===== src/rtl/spi_cmd_scheduler_pkg.sv =====
// Shared frame layout, command codes and sizing helpers for the SPI command scheduler.
package spi_cmd_scheduler_pkg;

    localparam int unsigned CMD_BITS           = 8;
    localparam int unsigned ADDR_BITS          = 8;
    localparam int unsigned PAYLOAD_BITS       = 8;
    localparam int unsigned MASTER_FRAME_WIDTH = CMD_BITS + ADDR_BITS + PAYLOAD_BITS;

    localparam int unsigned SCHED_NUM_REQ_DEFAULT = 4;

    localparam logic [CMD_BITS-1:0]  CMD_NOP     = 8'h00;
    localparam logic [CMD_BITS-1:0]  CMD_LED_SET = 8'h01;
    localparam logic [CMD_BITS-1:0]  CMD_LED_CLR = 8'h02;
    localparam logic [CMD_BITS-1:0]  CMD_READ    = 8'h03;
    localparam logic [ADDR_BITS-1:0] ADDR_NONE   = 8'hFF;

    typedef struct packed {
        logic [CMD_BITS-1:0]     cmd;
        logic [ADDR_BITS-1:0]    addr;
        logic [PAYLOAD_BITS-1:0] payload;
    } frame_t;

    // Index width for a requester count; never narrower than one bit.
    function automatic int unsigned id_width(input int unsigned n);
        return (n > 1) ? $clog2(n) : 1;
    endfunction

endpackage


===== src/rtl/spi_cmd_scheduler_if.sv =====
// Requester handshakes, SPI master link and response channel of the command scheduler.
interface spi_cmd_scheduler_if
    import spi_cmd_scheduler_pkg::*;
#(
    parameter int unsigned NUM_REQ = SCHED_NUM_REQ_DEFAULT
);
    localparam int unsigned ID_W = id_width(NUM_REQ);

    logic   [NUM_REQ-1:0] req_valid;
    frame_t [NUM_REQ-1:0] req_frame;
    logic   [NUM_REQ-1:0] req_ready;
    logic                 tx_enb;
    frame_t               i_frame;
    logic                 m_cs;
    frame_t               m_o_frame;
    logic                 rsp_valid;
    logic [ID_W-1:0]      rsp_id;
    frame_t               rsp_frame;
    logic                 rsp_err;
    logic                 busy;

    // Environment side: requesters plus the SPI master.
    modport master (
        output req_valid, req_frame, m_cs, m_o_frame,
        input  req_ready, tx_enb, i_frame, rsp_valid, rsp_id, rsp_frame, rsp_err, busy
    );

    // Scheduler side.
    modport slave (
        input  req_valid, req_frame, m_cs, m_o_frame,
        output req_ready, tx_enb, i_frame, rsp_valid, rsp_id, rsp_frame, rsp_err, busy
    );

endinterface


===== src/rtl/spi_cmd_scheduler_rr_arbiter.sv =====
// Combinational round-robin pick: first valid requester at or after the pointer, wrapping.
module rr_arbiter
    import spi_cmd_scheduler_pkg::*;
#(
    parameter  int unsigned NUM_REQ = SCHED_NUM_REQ_DEFAULT,
    localparam int unsigned ID_W    = id_width(NUM_REQ)
) (
    input  logic [NUM_REQ-1:0] req_valid_i,
    input  logic [ID_W-1:0]    rr_ptr_i,
    output logic [NUM_REQ-1:0] grant_o,
    output logic [ID_W-1:0]    grant_idx_o,
    output logic               any_valid_o
);
    localparam int unsigned SW = ID_W + 1;

    logic [SW-1:0]   sum;
    logic [ID_W-1:0] idx;
    logic            found;

    assign any_valid_o = |req_valid_i;

    always_comb begin
        grant_o     = '0;
        grant_idx_o = '0;
        found       = 1'b0;
        sum         = '0;
        idx         = '0;
        for (int unsigned i = 0; i < NUM_REQ; i++) begin
            sum = {1'b0, rr_ptr_i} + SW'(i);
            if (sum >= SW'(NUM_REQ)) begin
                sum = sum - SW'(NUM_REQ);
            end
            idx = sum[ID_W-1:0];
            if (!found && req_valid_i[idx]) begin
                found        = 1'b1;
                grant_o[idx] = 1'b1;
                grant_idx_o  = idx;
            end
        end
    end

endmodule


===== src/rtl/spi_cmd_scheduler.sv =====
// Shares one SPI master between NUM_REQ requesters: round-robin grant, tx_enb pulse,
// cs-tracked completion and a tagged response per transfer.
module spi_cmd_scheduler
    import spi_cmd_scheduler_pkg::*;
#(
    parameter int unsigned NUM_REQ       = SCHED_NUM_REQ_DEFAULT,
    parameter int unsigned TX_ENB_CYCLES = 2,
    parameter int unsigned START_TIMEOUT = 64,
    parameter int unsigned GAP_CYCLES    = 4
) (
    input logic               sysclk,
    input logic               rst_n,
    spi_cmd_scheduler_if.slave bus
);
    localparam int unsigned ID_W    = id_width(NUM_REQ);
    localparam int unsigned CNT_MAX_A = (TX_ENB_CYCLES > GAP_CYCLES) ? TX_ENB_CYCLES : GAP_CYCLES;
    localparam int unsigned CNT_MAX = (START_TIMEOUT > CNT_MAX_A) ? START_TIMEOUT : CNT_MAX_A;
    localparam int unsigned CNT_W   = $clog2(CNT_MAX + 1);

    typedef enum logic [2:0] {
        IDLE      = 3'd0,
        START     = 3'd1,
        WAIT_LOW  = 3'd2,
        WAIT_HIGH = 3'd3,
        RESP      = 3'd4,
        GAP       = 3'd5
    } state_t;

    state_t          state_q;
    logic [CNT_W-1:0] cnt_q;
    logic [ID_W-1:0] rr_ptr_q;
    logic [ID_W-1:0] cur_id_q;
    logic [ID_W-1:0] rsp_id_q;
    logic            tx_enb_q;
    logic            rsp_valid_q;
    logic            rsp_err_q;
    logic            busy_q;
    frame_t          i_frame_q;
    frame_t          rsp_frame_q;

    logic [NUM_REQ-1:0] grant_c;
    logic [ID_W-1:0]    grant_idx_c;
    logic               any_valid_c;
    logic               accept_c;
    logic [ID_W-1:0]    ptr_next_c;

    rr_arbiter #(.NUM_REQ(NUM_REQ)) u_arb (
        .req_valid_i (bus.req_valid),
        .rr_ptr_i    (rr_ptr_q),
        .grant_o     (grant_c),
        .grant_idx_o (grant_idx_c),
        .any_valid_o (any_valid_c)
    );

    // No grant while the master still holds cs low (e.g. after a mid-transfer reset).
    assign accept_c   = rst_n && (state_q == IDLE) && bus.m_cs && any_valid_c;
    assign ptr_next_c = (grant_idx_c == ID_W'(NUM_REQ - 1)) ? '0 : grant_idx_c + ID_W'(1);

    assign bus.req_ready = accept_c ? grant_c : '0;
    assign bus.tx_enb    = tx_enb_q;
    assign bus.i_frame   = i_frame_q;
    assign bus.rsp_valid = rsp_valid_q;
    assign bus.rsp_id    = rsp_id_q;
    assign bus.rsp_frame = rsp_frame_q;
    assign bus.rsp_err   = rsp_err_q;
    assign bus.busy      = busy_q;

    always_ff @(posedge sysclk or negedge rst_n) begin
        if (!rst_n) begin
            state_q     <= IDLE;
            cnt_q       <= '0;
            rr_ptr_q    <= '0;
            cur_id_q    <= '0;
            rsp_id_q    <= '0;
            tx_enb_q    <= 1'b0;
            rsp_valid_q <= 1'b0;
            rsp_err_q   <= 1'b0;
            busy_q      <= 1'b0;
            i_frame_q   <= '0;
            rsp_frame_q <= '0;
        end else begin
            rsp_valid_q <= 1'b0;
            case (state_q)
                IDLE: begin
                    if (accept_c) begin
                        i_frame_q <= bus.req_frame[grant_idx_c];
                        cur_id_q  <= grant_idx_c;
                        rr_ptr_q  <= ptr_next_c;
                        cnt_q     <= '0;
                        tx_enb_q  <= 1'b1;
                        busy_q    <= 1'b1;
                        state_q   <= START;
                    end
                end
                START: begin
                    if (cnt_q == CNT_W'(TX_ENB_CYCLES - 1)) begin
                        tx_enb_q <= 1'b0;
                        cnt_q    <= '0;
                        state_q  <= WAIT_LOW;
                    end else begin
                        cnt_q <= cnt_q + CNT_W'(1);
                    end
                end
                // cs may already have fallen during START; it is still low here.
                WAIT_LOW: begin
                    if (!bus.m_cs) begin
                        state_q <= WAIT_HIGH;
                    end else if (cnt_q == CNT_W'(START_TIMEOUT - 1)) begin
                        rsp_frame_q <= '0;
                        rsp_err_q   <= 1'b1;
                        rsp_id_q    <= cur_id_q;
                        rsp_valid_q <= 1'b1;
                        state_q     <= RESP;
                    end else begin
                        cnt_q <= cnt_q + CNT_W'(1);
                    end
                end
                WAIT_HIGH: begin
                    if (bus.m_cs) begin
                        rsp_frame_q <= bus.m_o_frame;
                        rsp_err_q   <= 1'b0;
                        rsp_id_q    <= cur_id_q;
                        rsp_valid_q <= 1'b1;
                        state_q     <= RESP;
                    end
                end
                RESP: begin
                    cnt_q   <= '0;
                    state_q <= GAP;
                end
                GAP: begin
                    if (cnt_q == CNT_W'(GAP_CYCLES - 1)) begin
                        busy_q  <= 1'b0;
                        state_q <= IDLE;
                    end else begin
                        cnt_q <= cnt_q + CNT_W'(1);
                    end
                end
                default: begin
                    tx_enb_q <= 1'b0;
                    busy_q   <= 1'b0;
                    state_q  <= IDLE;
                end
            endcase
        end
    end

endmodule

===== src/flat_wrapper.sv =====
// flat-port wrapper written by rule: the top's interface ports become plain ports
module spi_cmd_scheduler_flat import spi_cmd_scheduler_pkg::*;
#(
    parameter int unsigned NUM_REQ       = SCHED_NUM_REQ_DEFAULT,
    parameter int unsigned TX_ENB_CYCLES = 2,
    parameter int unsigned START_TIMEOUT = 64,
    parameter int unsigned GAP_CYCLES    = 4
)
  (sysclk, rst_n, bus_req_valid, bus_req_frame, bus_m_cs, bus_m_o_frame, bus_req_ready, bus_tx_enb, bus_i_frame, bus_rsp_valid, bus_rsp_id, bus_rsp_frame, bus_rsp_err, bus_busy);
  spi_cmd_scheduler_if #(.NUM_REQ(NUM_REQ)) bus_i ();
  input logic sysclk;
  input logic rst_n;
  input wire logic [$bits(bus_i.req_valid)-1:0] bus_req_valid;
  input wire logic [$bits(bus_i.req_frame)-1:0] bus_req_frame;
  input wire logic [$bits(bus_i.m_cs)-1:0] bus_m_cs;
  input wire logic [$bits(bus_i.m_o_frame)-1:0] bus_m_o_frame;
  output wire logic [$bits(bus_i.req_ready)-1:0] bus_req_ready;
  output wire logic [$bits(bus_i.tx_enb)-1:0] bus_tx_enb;
  output wire logic [$bits(bus_i.i_frame)-1:0] bus_i_frame;
  output wire logic [$bits(bus_i.rsp_valid)-1:0] bus_rsp_valid;
  output wire logic [$bits(bus_i.rsp_id)-1:0] bus_rsp_id;
  output wire logic [$bits(bus_i.rsp_frame)-1:0] bus_rsp_frame;
  output wire logic [$bits(bus_i.rsp_err)-1:0] bus_rsp_err;
  output wire logic [$bits(bus_i.busy)-1:0] bus_busy;
  assign bus_i.req_valid = bus_req_valid;
  assign bus_i.req_frame = bus_req_frame;
  assign bus_i.m_cs = bus_m_cs;
  assign bus_i.m_o_frame = bus_m_o_frame;
  assign bus_req_ready = bus_i.req_ready;
  assign bus_tx_enb = bus_i.tx_enb;
  assign bus_i_frame = bus_i.i_frame;
  assign bus_rsp_valid = bus_i.rsp_valid;
  assign bus_rsp_id = bus_i.rsp_id;
  assign bus_rsp_frame = bus_i.rsp_frame;
  assign bus_rsp_err = bus_i.rsp_err;
  assign bus_busy = bus_i.busy;
  spi_cmd_scheduler #(.NUM_REQ(NUM_REQ), .TX_ENB_CYCLES(TX_ENB_CYCLES), .START_TIMEOUT(START_TIMEOUT), .GAP_CYCLES(GAP_CYCLES)) u_core (.sysclk(sysclk), .rst_n(rst_n), .bus(bus_i));
endmodule

===== config.mk =====
export PLATFORM = sky130hd
export DESIGN_NAME = spi_cmd_scheduler_flat
export DESIGN_NICKNAME = d
export VERILOG_FILES = /design/src/rtl/spi_cmd_scheduler_pkg.sv /design/src/rtl/spi_cmd_scheduler_if.sv /design/src/rtl/spi_cmd_scheduler_rr_arbiter.sv /design/src/rtl/spi_cmd_scheduler.sv /design/src/flat_wrapper.sv
export SDC_FILE = /design/constraint.sdc
export NUM_CORES = 1
export LEC_CHECK = 0
export CORE_ASPECT_RATIO = 0.6
export CORE_MARGIN = 3
export CORE_UTILIZATION = 40
export CTS_CLUSTER_SIZE = 8
export DETAILED_ROUTE_END_ITERATION = 10
export PLACE_DENSITY = 0.88
export SYNTH_ARGS = -nofsm -noshare
export SYNTH_HDL_FRONTEND = slang
export SYNTH_SLANG_ARGS = --single-unit

===== constraint.sdc =====
create_clock -name sysclk -period 2.9 [get_ports sysclk]
set_clock_uncertainty 0.15 [all_clocks]
set_input_delay 0.29 -clock sysclk [delete_from_list [all_inputs] [get_ports sysclk]]
set_output_delay 0.29 -clock sysclk [all_outputs]
set_load 0.02 [all_outputs]

== After elaboration in Yosys (flattened, before gate mapping) ==
Cells that the tools add are included.

* Logic and storage cells: 154
* Input bits: 127
* Output and inout bits: 58
* Register bits after elaboration: 68

* Reduce and logical (&&, ||, !) cells: 25
* Multiplexer cells: 69
* $lt $le $gt $ge: 13
* Eq/ne operators: 18
* Bitwise operators: 5
* $add $sub $neg: 9

{| class="wikitable"
|+ Operator list
! cell !! number
|-
| $mux W24 || 4
|-
| $bmux W24 S2 || 1
|-
| $pmux W24 S2 || 1
|-
| $mux W7 || 5
|-
| $pmux W7 S5 || 1
|-
| $mux W2 || 12
|-
| $mux W1 || 20
|-
| $mux W4 || 5
|-
| $mux W3 || 6
|-
| $pmux W3 S6 || 1
|-
| $lt A2 B3 Y1 const B || 5
|-
| $or A4 B4 Y4 || 3
|-
| $reduce_or A4 Y1 || 3
|-
| $logic_and A1 B1 Y1 || 10
|-
| $reduce_and A5 Y1 || 2
|-
| $ge A3 B3 Y1 const B || 3
|-
| $bmux W1 S2 || 4
|-
| $demux W1 S2 || 4
|-
| $ge A2 B1 Y1 const B || 4
|-
| $ne A2 B1 Y1 const B || 4
|-
| $ne A2 B2 Y1 const B || 4
|-
| $sub A2 B1 Y2 const B || 4
|-
| $add A7 B1 Y7 const B || 1
|-
| $eq A7 B1 Y1 const B || 1
|-
| 22 further kinds || 31
|}

== Longest topological paths before layout ==
* Word-level depth: 16
* Depth in mapped cells: 11
* Gate-level depth less buffers: 7

== Modules after synthesis ==
From an unflattened synthesis, not the netlist that was laid out.

* Cells, all modules: 301
* Area total of the unflattened synthesis: 3,799.9 um^2

{| class="wikitable"
|+ By module, submodules not included
! module !! cells an instance !! instances !! area an instance (um^2) !! sequential area each (um^2)
|-
| spi_cmd_scheduler || 252 || 1 || 3,388.2 || 1,701.6
|-
| rr_arbiter || 49 || 1 || 411.6 || 0.0
|}

== Least setup slack after synthesis ==
No wires, ideal clock.

* Kind: flip-flop to output port
* Start point: register u_core.rr_ptr_q[0]
* End point: output bus_req_ready[0]
* Arrival: 2.433 ns
* Setup slack: 0.027 ns
* Buffers on the path: 2
* Cell stages (with the launch flop): 9
* Data required time: 2.460 ns
* Path through: dfrtp_1 -> buf_6 -> inv_1 -> ha_1 -> buf_2 -> mux4_2 -> nor4_1 -> a22oi_1 -> a21oi_1

* Cells in the longest elaborated chain, start to end: 15
* Elaborated cells on any way between the ends: 60
* Classes of those cells: add/sub: 7; order compare: 12; mux: 28; bitwise: 3; reduce/logical: 10

{| class="wikitable"
|+ RTL lines
! item !! RTL line !! RTL
|-
| from (decl) || spi_cmd_scheduler.sv:31 || <nowiki>logic [ID_W-1:0] rr_ptr_q;</nowiki>
|-
| from (signal assigned) || spi_cmd_scheduler.sv:88 || <nowiki>rr_ptr_q <= ptr_next_c;</nowiki>
|-
| parallel branches: the longest is 13 deep, another holds $add A2 B1 Y3 || n/a ||
|-
| $mux W4 (*) || spi_cmd_scheduler_rr_arbiter.sv:34 || <nowiki>if (!found && req_valid_i[idx]) begin</nowiki>
|-
| $mux W4 (*) || spi_cmd_scheduler.sv:59 || <nowiki>assign bus.req_ready = accept_c ? grant_c : '0;</nowiki>
|-
| to (decl) || flat_wrapper.sv:17 || <nowiki>output wire logic [$bits(bus_i.req_ready)-1:0] bus_req_ready;</nowiki>
|}

Every way passes the cells marked *. The select of a mux whose other input is x is not followed.

== Worst setup path after layout ==
* Start point: register u_core.rr_ptr_q[0]
* End point: output bus_req_ready[1]

The elaborated chain is that of the path after synthesis.

==> flow_metrics.env <==
export IMPL_drt_vias_per_instance=5.372
export IMPL_synth_main_ff_cell="dfrtp_1"
export IMPL_synth_yosys_seq_area_share=0.4331
export IMPL_nNetsFinal=684
export IMPL_synthCells=352
export IMPL_route_detailed_wl_per_inst_um=18.00
export IMPL_reg2reg_to="u_core.bus.rsp_id[0]"
export IMPL_clk_path_buf_depth=2
export IMPL_place_area_um2=6003
export IMPL_crit_path_start_kind="register"
export IMPL_cpMostUsedCell="buf_4"
export IMPL_cap_viol_max_count=0
export IMPL_die_area_um2=11090
export IMPL_status="finished, final reports clean"
export IMPL_ys_seq_elements=68
export IMPL_peakVddDrop_mv=0.5378
export IMPL_slew_headroom=0.4442
export IMPL_finalPower_uw=6180
export IMPL_path_clk_slew_ps=60
export IMPL_cts_buffers=9
export IMPL_fp_coreArea_um2=9358
export IMPL_grt_max_degree=69
export IMPL_antenna_found_initial=0
export IMPL_ant_nets=0
export IMPL_fp_dieH_um=82.77
export IMPL_grt_pass1_wl_um=19020
export IMPL_power_density_nw_per_um2=979.2
export IMPL_setup_ws_ps=121.3
export IMPL_hpwlAfterDp_um=9393
export IMPL_p_clk_frac=0.176
export IMPL_power_frac_seq=0.262
export IMPL_synthToLayoutAreaGrowth_pct=60.64
export IMPL_period_minus_slack_ps=2779
export IMPL_power_switching_uw=2419
export IMPL_grt_usage=0.2196
export IMPL_drv_slew=0
export IMPL_async_flop_share=1.000
export IMPL_die_w_um=133.9
export IMPL_hold_path_class="in2async"
export IMPL_drive_above_1_share=0.1429
export IMPL_grt_pass1_vias=3737
export IMPL_timing_fmax_mhz=359.9
export IMPL_cpLargestDelayFamily="buffers and inverters"
export IMPL_final_cell_area_um2=6311
export IMPL_drc=0
export IMPL_path_buf_inv=5
export IMPL_synth_edf_count=0
export IMPL_p_leak_uw=0.002793
export IMPL_yosys_warnings=0
export IMPL_setup_violations_final=0
export IMPL_crit_required_ps=2460
export IMPL_wirelength_um=12290
export IMPL_r2r_start="u_core.cnt_q[0]"
export IMPL_dp_slack_ps=-280.0
export IMPL_io_pins=185
export IMPL_crit_arrival_ps=2340
export IMPL_rrSetupSlack_ps=270
export IMPL_slowest_stage="dfrtp_1"
export IMPL_synth_area_um2=3929
export IMPL_gp_congestion=0.7982
export IMPL_core_rowCount=27
export IMPL_tightest_slew_ps=833.6
export IMPL_end_kind="output pin"
export IMPL_fillCellCount=711
export IMPL_start_util=0.4198
export IMPL_cts_setup_buffers=0
export IMPL_p_int_uw=3760
export IMPL_drt_iter0_drc=258
export IMPL_grt_overflow=0
export IMPL_dr_pass1_iters=4
export IMPL_final_cells=683
export IMPL_placedCellCount=667
export IMPL_seqCellArea_um2=1702
export IMPL_multi_input_area_um2=2043
export IMPL_vias=3669
export IMPL_clock_sinks=68
export IMPL_cts_hold_buf=0
export IMPL_crit_path_max_incr_delay_ps=380
export IMPL_hold_viol_final=0
export IMPL_worst_path_max_fanout=9
export IMPL_worstPathCellList="buf_4 -> buf_4 -> mux4_2 -> clkinv_1 -> nor4_2 -> buf_4 -> a22oi_1 -> a21oi_1 -> buf_2"
export IMPL_h_tree_depth=3
export IMPL_port_buffers=184
export IMPL_swShare=0.3915
export IMPL_r2r_cells=6
export IMPL_cts_tree="yes"
export IMPL_finalCritPeriodShare=0.9582
export IMPL_comb_power_share=0.562
export IMPL_cts_root_buf="clkbuf_16"
export IMPL_syn_nets=488
export IMPL_synth_avg_cell_area_um2=11.16
export IMPL_crit_type="reg2out"
export IMPL_diodes=0
export IMPL_ys_types=51
export IMPL_finalSetupTns_ps=0
export IMPL_insertion_delay_ps=320
==> power groups by stage <==
stage               registers, µW  logic (µW)  clock network [µW]
global route                 1670        3710                1150
finish                       1620        3470                1090
detailed placement           1620        3430                   0
floorplan                    1980        1660                   0
CTS                          1620        3450                1110
global placement             1600        3300                   0
==> cells by family (layout without fill, tap and decap cells) <==
kind of cell / after synthesis / count (layout) / synth area share
compound gates: 93 / 93 / 0.2054
simple gates: 83 / 83 / 0.1083
flops: 68 / 68 / 0.4331
mux: 61 / 61 / 0.1697
buf+inv: 38 / 239 / 0.05477
fa+ha+maj: 9 / 9 / 0.02866
==> sequential cells by signal (all words and copies together) (netlist names) <==
name,flops
u_core.bus.rsp_id,2
u_core.bus.rsp_frame,24
u_core.state_q,3
u_core.bus.i_frame,24
u_core.bus.rsp_err,1
u_core.bus.rsp_valid,1
u_core.bus.busy,1
u_core.cur_id_q,2
u_core.rr_ptr_q,2
u_core.cnt_q,7
u_core.bus.tx_enb,1
==> layout make-up <==
type,count,share of cell area
tap,130,0.02577
sequential,68,0.2696
clock buffer,9,0.03569
inverter,12,0.007137
clock inverter,7,0.01209
timing repair buffer,211,0.3259
multi-input combinational,246,0.3238
==> repair_timing <==
action                                  CTS  global route
gates cloned                              0             0
gates resized for setup                  14             6
endpoints found under the setup margin    4             4
==> placed cells by master (no fill, tap or decap), types with 9 or more instances in the layout <==
cell type,n
clkdlybuf4s50_1,179
dfrtp_1,68
mux2i_1,52
nand2_1,34
a22o_1,24
buf_4,24
o221ai_1,14
nor2_1,12
inv_1,11
o221ai_2,10
a21oi_1,9
clkbuf_16,9
==> cells in the mapped netlist, types with 8 or more instances <==
| master | n | area [µm²] |
|---|---|---|
| a21oi_1 | 9 | 45.04 |
| a22o_1 | 24 | 210.2 |
| a22oi_1 | 9 | 67.56 |
| buf_2 | 11 | 55.05 |
| clkbuf_1 | 8 | 30.03 |
| dfrtp_1 | 68 | 1702 |
| ha_1 | 9 | 112.6 |
| inv_1 | 11 | 41.29 |
| mux2i_1 | 52 | 520.5 |
| nand2_1 | 34 | 127.6 |
| nor2_1 | 12 | 45.04 |
| o221ai_1 | 14 | 122.6 |
| o221ai_2 | 10 | 150.1 |
==> per-stage QoR <==
stage | hold WS, ps | utilization
after floorplan | -155.6 | -
after global placement | 316.6 | 0.6415
after detailed placement | 320.8 | 0.6415
after CTS | 55.30 | 0.6751
after global routing | 84.84 | 0.6744
final | 22.14 | 0.6744
==> routing by layer <==
metal | up-vias | track usage | part of all wire
met5 | - | 0 | 0
met3 | 7 | 0.06235 | 0.056
met1 | 1811 | 0.2914 | 0.45
li1 | 1730 | - | -
met2 | 121 | 0.3580 | 0.48
met4 | 0 | 0.05852 | 0.0077
==> how the worst max path moves through the flow <==
stage                            start          endpoint  cells past startpoint
floorplan           u_core.rr_ptr_q[0]  bus_req_ready[0]                      8
global placement      bus_req_valid[2]  bus_req_ready[1]                      7
finish              u_core.rr_ptr_q[0]  bus_req_ready[1]                      9
detailed placement    bus_req_valid[2]  bus_req_ready[1]                      7
global route        u_core.rr_ptr_q[0]  bus_req_ready[3]                      9
CTS                 u_core.rr_ptr_q[1]  bus_req_ready[1]                      8
Note: power is estimated with default switching activity, not from simulation.
